--- src/rtl/vred_logic_sequencer_pkg.sv ---
// vred_pkg: shared opcode constants, FSM state encoding and identity helper
// for the vector logic reduction sequencer.
package vred_pkg;

    localparam logic [1:0] OP_ZERO = 2'b00;
    localparam logic [1:0] OP_AND  = 2'b01;
    localparam logic [1:0] OP_OR   = 2'b10;
    localparam logic [1:0] OP_XOR  = 2'b11;

    typedef enum logic [1:0] {
        ST_IDLE = 2'd0,
        ST_RUN  = 2'd1,
        ST_DONE = 2'd2
    } state_t;

    // Identity element of a logic reduction, expressed as its fill bit:
    // all-ones for and, all-zeros for or/xor (and for the zero opcode).
    function automatic logic identity_bit(input logic [1:0] opSel);
        return (opSel == OP_AND);
    endfunction

endpackage

--- src/rtl/vred_logic_sequencer_if.sv ---
// Request/response bundle of the vector logic reduction sequencer.
// Optional in_mask is present only when VRED_LOGIC_MASK_EN is defined.
interface vred_logic_sequencer_if #(
    parameter int DATA_WIDTH  = 32,
    parameter int MAX_ELEMS   = 8,
    parameter int OPSEL_WIDTH = 2
);
    logic                              in_valid;
    logic                              in_ready;
    logic [MAX_ELEMS*DATA_WIDTH-1:0]   in_vec;
    logic [DATA_WIDTH-1:0]             in_scalar;
    logic [OPSEL_WIDTH-1:0]            in_opSel;
    logic [$clog2(MAX_ELEMS):0]        in_vl;
`ifdef VRED_LOGIC_MASK_EN
    logic [MAX_ELEMS-1:0]              in_mask;
`endif
    logic                              out_valid;
    logic                              out_ready;
    logic [DATA_WIDTH-1:0]             out_scalar;
    logic                              busy;

    modport master (
        output in_valid, in_vec, in_scalar, in_opSel, in_vl,
`ifdef VRED_LOGIC_MASK_EN
        output in_mask,
`endif
        output out_ready,
        input  in_ready, out_valid, out_scalar, busy
    );

    modport slave (
        input  in_valid, in_vec, in_scalar, in_opSel, in_vl,
`ifdef VRED_LOGIC_MASK_EN
        input  in_mask,
`endif
        input  out_ready,
        output in_ready, out_valid, out_scalar, busy
    );

endinterface

--- src/rtl/vred_logic_sequencer_unit.sv ---
// vRedAndOrXor_unit_block: one-step and/or/xor combiner with a registered
// result. in_vec0 = {element, accumulator}; with in_en low the low half is
// simply captured, which the sequencer uses both to load and to hold.
module vRedAndOrXor_unit_block
    import vred_pkg::*;
#(
    parameter int REQ_DATA_WIDTH  = 32,
    parameter int RESP_DATA_WIDTH = 32,
    parameter int OPSEL_WIDTH     = 2
) (
    input  logic                        clk,
    input  logic                        rst,
    input  logic                        in_en,
    input  logic [OPSEL_WIDTH-1:0]      in_opSel,
    input  logic [2*REQ_DATA_WIDTH-1:0] in_vec0,
    output logic [RESP_DATA_WIDTH-1:0]  out_vec
);

    logic [REQ_DATA_WIDTH-1:0]  w_opAcc;
    logic [REQ_DATA_WIDTH-1:0]  w_opElem;
    logic [RESP_DATA_WIDTH-1:0] w_result;

    assign w_opAcc  = in_vec0[REQ_DATA_WIDTH-1:0];
    assign w_opElem = in_vec0[2*REQ_DATA_WIDTH-1:REQ_DATA_WIDTH];

    // Combine accumulator and element; the zero opcode forces a zero result.
    always_comb begin
        w_result = '0;
        case (in_opSel)
            OP_AND:  w_result = w_opAcc & w_opElem;
            OP_OR:   w_result = w_opAcc | w_opElem;
            OP_XOR:  w_result = w_opAcc ^ w_opElem;
            default: w_result = '0;
        endcase
    end

    // Result register: combine when enabled, otherwise capture the low half.
    always_ff @(posedge clk) begin
        if (rst) begin
            out_vec <= '0;
        end else if (in_en) begin
            out_vec <= w_result;
        end else begin
            out_vec <= w_opAcc;
        end
    end

endmodule

--- src/rtl/vred_logic_sequencer.sv ---
// vred_logic_sequencer: sequential and/or/xor reduction of up to MAX_ELEMS
// elements into a scalar, one element per cycle.
// Optional feature: define VRED_LOGIC_MASK_EN to add a per-element mask.
module vred_logic_sequencer
    import vred_pkg::*;
#(
    parameter int DATA_WIDTH  = 32,
    parameter int MAX_ELEMS   = 8,
    parameter int OPSEL_WIDTH = 2
) (
    input  logic                   clk,
    input  logic                   rst,
    vred_logic_sequencer_if.slave  bus
);

    localparam int VL_W  = $clog2(MAX_ELEMS) + 1;
    localparam int IDX_W = $clog2(MAX_ELEMS);
    localparam logic [VL_W-1:0] MAX_VL = VL_W'(MAX_ELEMS);

    state_t                          r_state;
    state_t                          w_nextState;
    logic [MAX_ELEMS*DATA_WIDTH-1:0] r_vec;
    logic [OPSEL_WIDTH-1:0]          r_opSel;
    logic [VL_W-1:0]                 r_vl;
    logic [IDX_W-1:0]                r_idx;
    logic [VL_W-1:0]                 w_vlClamped;
    logic                            w_accept;
    logic                            w_lastElem;
    logic                            w_unitEn;
    logic [2*DATA_WIDTH-1:0]         w_unitVec;
    logic [DATA_WIDTH-1:0]           w_elem;
    logic [DATA_WIDTH-1:0]           w_elemEff;
    logic [DATA_WIDTH-1:0]           w_acc;

    assign w_accept    = bus.in_valid && (r_state == ST_IDLE);
    assign w_vlClamped = (bus.in_vl > MAX_VL) ? MAX_VL : bus.in_vl;
    assign w_lastElem  = ({1'b0, r_idx} == (r_vl - VL_W'(1)));
    assign w_elem      = r_vec[int'(r_idx)*DATA_WIDTH +: DATA_WIDTH];

`ifdef VRED_LOGIC_MASK_EN
    logic [MAX_ELEMS-1:0] r_mask;

    // Capture the element mask together with the other operands.
    always_ff @(posedge clk) begin
        if (rst) begin
            r_mask <= '0;
        end else if (w_accept) begin
            r_mask <= bus.in_mask;
        end
    end

    assign w_elemEff = r_mask[r_idx] ? w_elem
                                     : {DATA_WIDTH{identity_bit(r_opSel[1:0])}};
`else
    assign w_elemEff = w_elem;
`endif

    // Operand registers load only on accept so they stay frozen during RUN/DONE.
    always_ff @(posedge clk) begin
        if (rst) begin
            r_vec   <= '0;
            r_opSel <= '0;
            r_vl    <= '0;
            r_idx   <= '0;
        end else if (w_accept) begin
            r_vec   <= bus.in_vec;
            r_opSel <= bus.in_opSel;
            r_vl    <= w_vlClamped;
            r_idx   <= '0;
        end else if (r_state == ST_RUN) begin
            r_idx   <= r_idx + IDX_W'(1);
        end
    end

    // State register.
    always_ff @(posedge clk) begin
        if (rst) begin
            r_state <= ST_IDLE;
        end else begin
            r_state <= w_nextState;
        end
    end

    // Next-state logic: an empty request skips RUN and reports the scalar.
    always_comb begin
        w_nextState = r_state;
        case (r_state)
            ST_IDLE: begin
                if (w_accept) begin
                    w_nextState = (w_vlClamped != '0) ? ST_RUN : ST_DONE;
                end
            end
            ST_RUN: begin
                if (w_lastElem) begin
                    w_nextState = ST_DONE;
                end
            end
            ST_DONE: begin
                if (bus.out_ready) begin
                    w_nextState = ST_IDLE;
                end
            end
            default: w_nextState = ST_IDLE;
        endcase
    end

    // Drive the combiner: fold in RUN, load scalar on accept, hold otherwise.
    always_comb begin
        w_unitEn  = 1'b0;
        w_unitVec = {{DATA_WIDTH{1'b0}}, w_acc};
        if (r_state == ST_RUN) begin
            w_unitEn  = 1'b1;
            w_unitVec = {w_elemEff, w_acc};
        end else if (w_accept) begin
            w_unitVec = {{DATA_WIDTH{1'b0}}, bus.in_scalar};
        end
    end

    // Handshake outputs are pure state decodes; the result is the accumulator.
    always_comb begin
        bus.in_ready   = (r_state == ST_IDLE);
        bus.out_valid  = (r_state == ST_DONE);
        bus.busy       = (r_state != ST_IDLE);
        bus.out_scalar = w_acc;
    end

    vRedAndOrXor_unit_block #(
        .REQ_DATA_WIDTH  (DATA_WIDTH),
        .RESP_DATA_WIDTH (DATA_WIDTH),
        .OPSEL_WIDTH     (OPSEL_WIDTH)
    ) u_unit (
        .clk      (clk),
        .rst      (rst),
        .in_en    (w_unitEn),
        .in_opSel (r_opSel),
        .in_vec0  (w_unitVec),
        .out_vec  (w_acc)
    );

endmodule

--- src/flat_wrapper.sv ---
// flat-port wrapper written by rule: the top's interface ports become plain ports
module vred_logic_sequencer_flat import vred_pkg::*;
#(
    parameter int DATA_WIDTH  = 32,
    parameter int MAX_ELEMS   = 8,
    parameter int OPSEL_WIDTH = 2
)
  (clk, rst, bus_in_valid, bus_in_vec, bus_in_scalar, bus_in_opSel, bus_in_vl, bus_out_ready, bus_in_ready, bus_out_valid, bus_out_scalar, bus_busy);
  vred_logic_sequencer_if #(.DATA_WIDTH(DATA_WIDTH), .MAX_ELEMS(MAX_ELEMS), .OPSEL_WIDTH(OPSEL_WIDTH)) bus_i ();
  input  logic clk;
  input  logic rst;
  input wire logic [$bits(bus_i.in_valid)-1:0] bus_in_valid;
  input wire logic [$bits(bus_i.in_vec)-1:0] bus_in_vec;
  input wire logic [$bits(bus_i.in_scalar)-1:0] bus_in_scalar;
  input wire logic [$bits(bus_i.in_opSel)-1:0] bus_in_opSel;
  input wire logic [$bits(bus_i.in_vl)-1:0] bus_in_vl;
  input wire logic [$bits(bus_i.out_ready)-1:0] bus_out_ready;
  output wire logic [$bits(bus_i.in_ready)-1:0] bus_in_ready;
  output wire logic [$bits(bus_i.out_valid)-1:0] bus_out_valid;
  output wire logic [$bits(bus_i.out_scalar)-1:0] bus_out_scalar;
  output wire logic [$bits(bus_i.busy)-1:0] bus_busy;
  assign bus_i.in_valid = bus_in_valid;
  assign bus_i.in_vec = bus_in_vec;
  assign bus_i.in_scalar = bus_in_scalar;
  assign bus_i.in_opSel = bus_in_opSel;
  assign bus_i.in_vl = bus_in_vl;
  assign bus_i.out_ready = bus_out_ready;
  assign bus_in_ready = bus_i.in_ready;
  assign bus_out_valid = bus_i.out_valid;
  assign bus_out_scalar = bus_i.out_scalar;
  assign bus_busy = bus_i.busy;
  vred_logic_sequencer #(.DATA_WIDTH(DATA_WIDTH), .MAX_ELEMS(MAX_ELEMS), .OPSEL_WIDTH(OPSEL_WIDTH)) u_core (.clk(clk), .rst(rst), .bus(bus_i));
endmodule
--- config.mk ---
export PLATFORM = sky130hd
export DESIGN_NAME = vred_logic_sequencer_flat
export DESIGN_NICKNAME = d
export VERILOG_FILES = /design/src/rtl/vred_logic_sequencer_pkg.sv /design/src/rtl/vred_logic_sequencer_if.sv /design/src/rtl/vred_logic_sequencer_unit.sv /design/src/rtl/vred_logic_sequencer.sv /design/src/flat_wrapper.sv
export SDC_FILE = /design/constraint.sdc
export NUM_CORES = 1
export LEC_CHECK = 0
export CORE_ASPECT_RATIO = 0.6
export CORE_MARGIN = 3
export CORE_UTILIZATION = 51
export DETAILED_ROUTE_END_ITERATION = 10
export HOLD_SLACK_MARGIN = 0.06
export PLACE_DENSITY_LB_ADDON = 0.1
export SYNTH_ARGS = -nofsm -noshare
export SYNTH_HDL_FRONTEND = slang
export SYNTH_SLANG_ARGS = --single-unit
--- constraint.sdc ---
create_clock -name clk -period 3.5 [get_ports clk]
set_input_delay 1.05 -clock clk [delete_from_list [all_inputs] [get_ports clk]]
set_output_delay 1.05 -clock clk [all_outputs]
set_load 0.01 [all_outputs]
==> metrics.md <==
| Metric | Value |
|---|---|
| Maxcap violations | 0 |
| Pwr Density | 473 mW/mm2 |
| Final instance area | 0.0189 mm2 |
| Die Height | 136 um |
| Post-CTS setup buffer count | 0 |
| Global-route wire length before repair | 67700 um |
| Synthesized netlist cell count | 1670 |
| Critical Path End Type | flip-flop |
| Largest net degree at the start of global routing | 230 |
| # setup viols final | 0 |
| Type of origin of the critical path | input port |
| Commonest non-fill, non-tap cell in the layout | nand2_1 |
| Drt first pass iters | 5 |
| DIE WIDTH | 223 um |
| Post-Place Setup Slack | -0.0206 ns |
| Fill cells | 2197 |
| Seq. cell area | 0.00599 mm2 |
| Total Routing Usage GR | 28.3% |
| Reg clk slew, reported paths | 0.07 ns |
| Post-DP Area | 0.0179 mm2 |
| Area of the multi-input gates | 0.00756 mm2 |
| CTS Hold Buffers Added | 0 |
| Unrepaired setup endpoints after global routing | no |
| Yosys warns | 0 |
| Seq cells post-synth | 299 |
| Status | complete, no violations |
| Max clock buf depth | 3 |
| Final Wtd Congestion | 0.823 |
| Final hold violation count | 0 |
| Critical path arrival | 3.37 ns |
| Cell Count, Final, Fillers Out | 2305 |
| Post-Syn Area | 0.0144 mm2 |
| Post-synth cell types | 33 |
| Tightest Hold Check Type | reg2reg |
| Mapped Nets | 2034 |
| Syn-to-layout area delta | 31.4% |
| Worst vdd ir | 0.364 mV |
| Via count | 12800 |
| H-tree levels | 1 |
| Cells after DPL | 2253 |
| # port buffers | 332 |
| TritonCTS clock tree | built |
| Post-synthesis sequential area ratio | 41.6% |
| Critical-path maximum fanout | 22 |
| Vias per inst | 5.54 |
| Grt total ovfl | 0 |
| Root Buffer Master | clkbuf_16 |
| Total Power | 8.94 mW |
| WP data required | 3.91 ns |
| Hold Path Stages | 2 |
| Final period util | 84.7% |
| Layout cells sized above 1 | 12.3% |
| Cts bufs inserted | 29 |
| Slew HR | 21.0% |
| Max-slew violation count | 0 |
| Worst reg2reg path depth | 8 |
| DRC Markers | 0 |
| Worst-skew pair later-pin latency | 0.58 ns |
| Clock skew | 0.0201 ns |
| Initial Util | 53.1% |
| CORE AREA | 0.0271 mm2 |
| Minimum clock period | 2.96 ns |
| Detailed Route WL | 44300 um |
| Final #Nets | 2288 |
| Hold WS | 0.453 ns |
| Post-DP HPWL | 31600 um |
| Setup ws final | 0.536 ns |
| Routed wire length per instance | 19.2 um |
| Die area | 0.0304 mm2 |
| 1st-iter DRT viols | 1232 |
| Post_cts resized | 0 |
| F_max | 0.337 GHz |
| Worst Tran Pin Value | 1.18 ns |
| Syn Area/Cell | 8.63 um2 |
| Site Rows | 46 |
| Number of global-route vias before repair | 12200 |
| Final ANT Viol Nets | 0 |
| Most frequent cells in the layout | nand2_1 (551), clkdlybuf4s50_1 (331), dfxtp_1 (296), a21oi_1 (262), ha_1 (66) |
| Total clock sinks | 299 |
| Leakage power figure | 7.56 nW |
| CP Class | in2reg |
| Ports | 333 |
| Initial antenna violation count | 5 |
==> synthesized netlist by cell type, drive strengths merged <==
master / instances / area [um2]
nand2: 555 / 2090
a21oi: 262 / 1310
a211oi: 65 / 488
o21ai: 1 / 5.00
ha: 66 / 826
buf: 58 / 332
dfxtp: 299 / 5990
clkbuf: 77 / 289
a22oi: 1 / 7.51
nand3b: 4 / 30.0
or4b: 2 / 20.0
xnor2: 3 / 26.3
nand2b: 2 / 12.5
xor2: 2 / 17.5
nor2: 34 / 130
nor3: 4 / 20.0
mux4: 64 / 1460
o32ai: 1 / 8.76
nor2b: 2 / 12.5
nor4: 1 / 6.26
o2bb2ai: 1 / 8.76
mux2: 64 / 721
mux2i: 33 / 330
and2: 1 / 6.26
inv: 68 / 255
==> worst max-delay path, stage by stage <==
cell and delay [ns]:
clkdlybuf4s50_1 0.55, and2_4 0.24, buf_12 0.21, mux2i_1 0.37
ha_1 0.30, mux2_2 0.27, a211oi_1 0.30, a211oi_1 0.08
==> flip-flops by register name, indices dropped and copies added (netlist names) <==
| name | cells |
|---|---|
| u_core.r_vec | 256 |
| u_core.r_vl | 4 |
| u_core.u_unit.out_vec | 32 |
| u_core.r_opSel | 2 |
| u_core.r_state | 2 |
| u_core.r_idx | 3 |
==> cell families after synthesis <==
| kind of cell | synth area share [%] |
|---|---|
| XOR/XNOR | 0.304 |
| buffers and inverters | 6.08 |
| AND/OR/NAND/NOR | 16.2 |
| adder cells (fa/ha/maj) | 5.73 |
| AO/OA/AOI/OAI | 12.7 |
| multiplexers | 17.5 |
| flip-flops | 41.6 |
==> per-layer routing <==
layer	share of wire, %	GRT usage, %	up-vias
met5	0.099	0	-
met4	2.4	7.13	8
met3	7.5	5.27	74
met1	44	40.1	6121
li1	-	-	6128
met2	46	44.9	435
==> stage by stage <==
stage                     utilization [%]  TNS (ns)
final                                69.8         0
after global routing                 69.8         0
after CTS                            69.8         0
after detailed placement             66.0   -0.0206
after global placement               66.0         0
after floorplan                         -         0
==> final timing paths <==
check                                      from                        end  slack (ns)
worst max register to register  u_core.r_idx[0]  u_core.u_unit.out_vec[29]        0.56
worst min-delay path            u_core.r_vec[6]            u_core.r_vec[6]        0.45
worst max-delay path               bus_in_valid   u_core.u_unit.out_vec[6]        0.54
worst min register to register  u_core.r_vec[6]            u_core.r_vec[6]        0.45
==> cell type report <==
type | instances | share of cell area, %
Multi-Input combinational cell | 1168 | 40.0
Sequential cell | 299 | 31.7
Tap cell | 360 | 2.38
Clock inverter | 11 | 0.813
Inverter | 68 | 1.35
Clock buffer | 40 | 4.65
Antenna cell | 1 | 0.0132
Timing Repair Buffer | 358 | 19.1
==> power by group <==
| group | internal [mW] | switching (mW) |
|---|---|---|
| Clock | 1.98 | 1.39 |
| Combinational | 0.863 | 0.880 |
| Sequential | 3.66 | 0.161 |
Note: power is estimated with default switching activity, not from simulation.
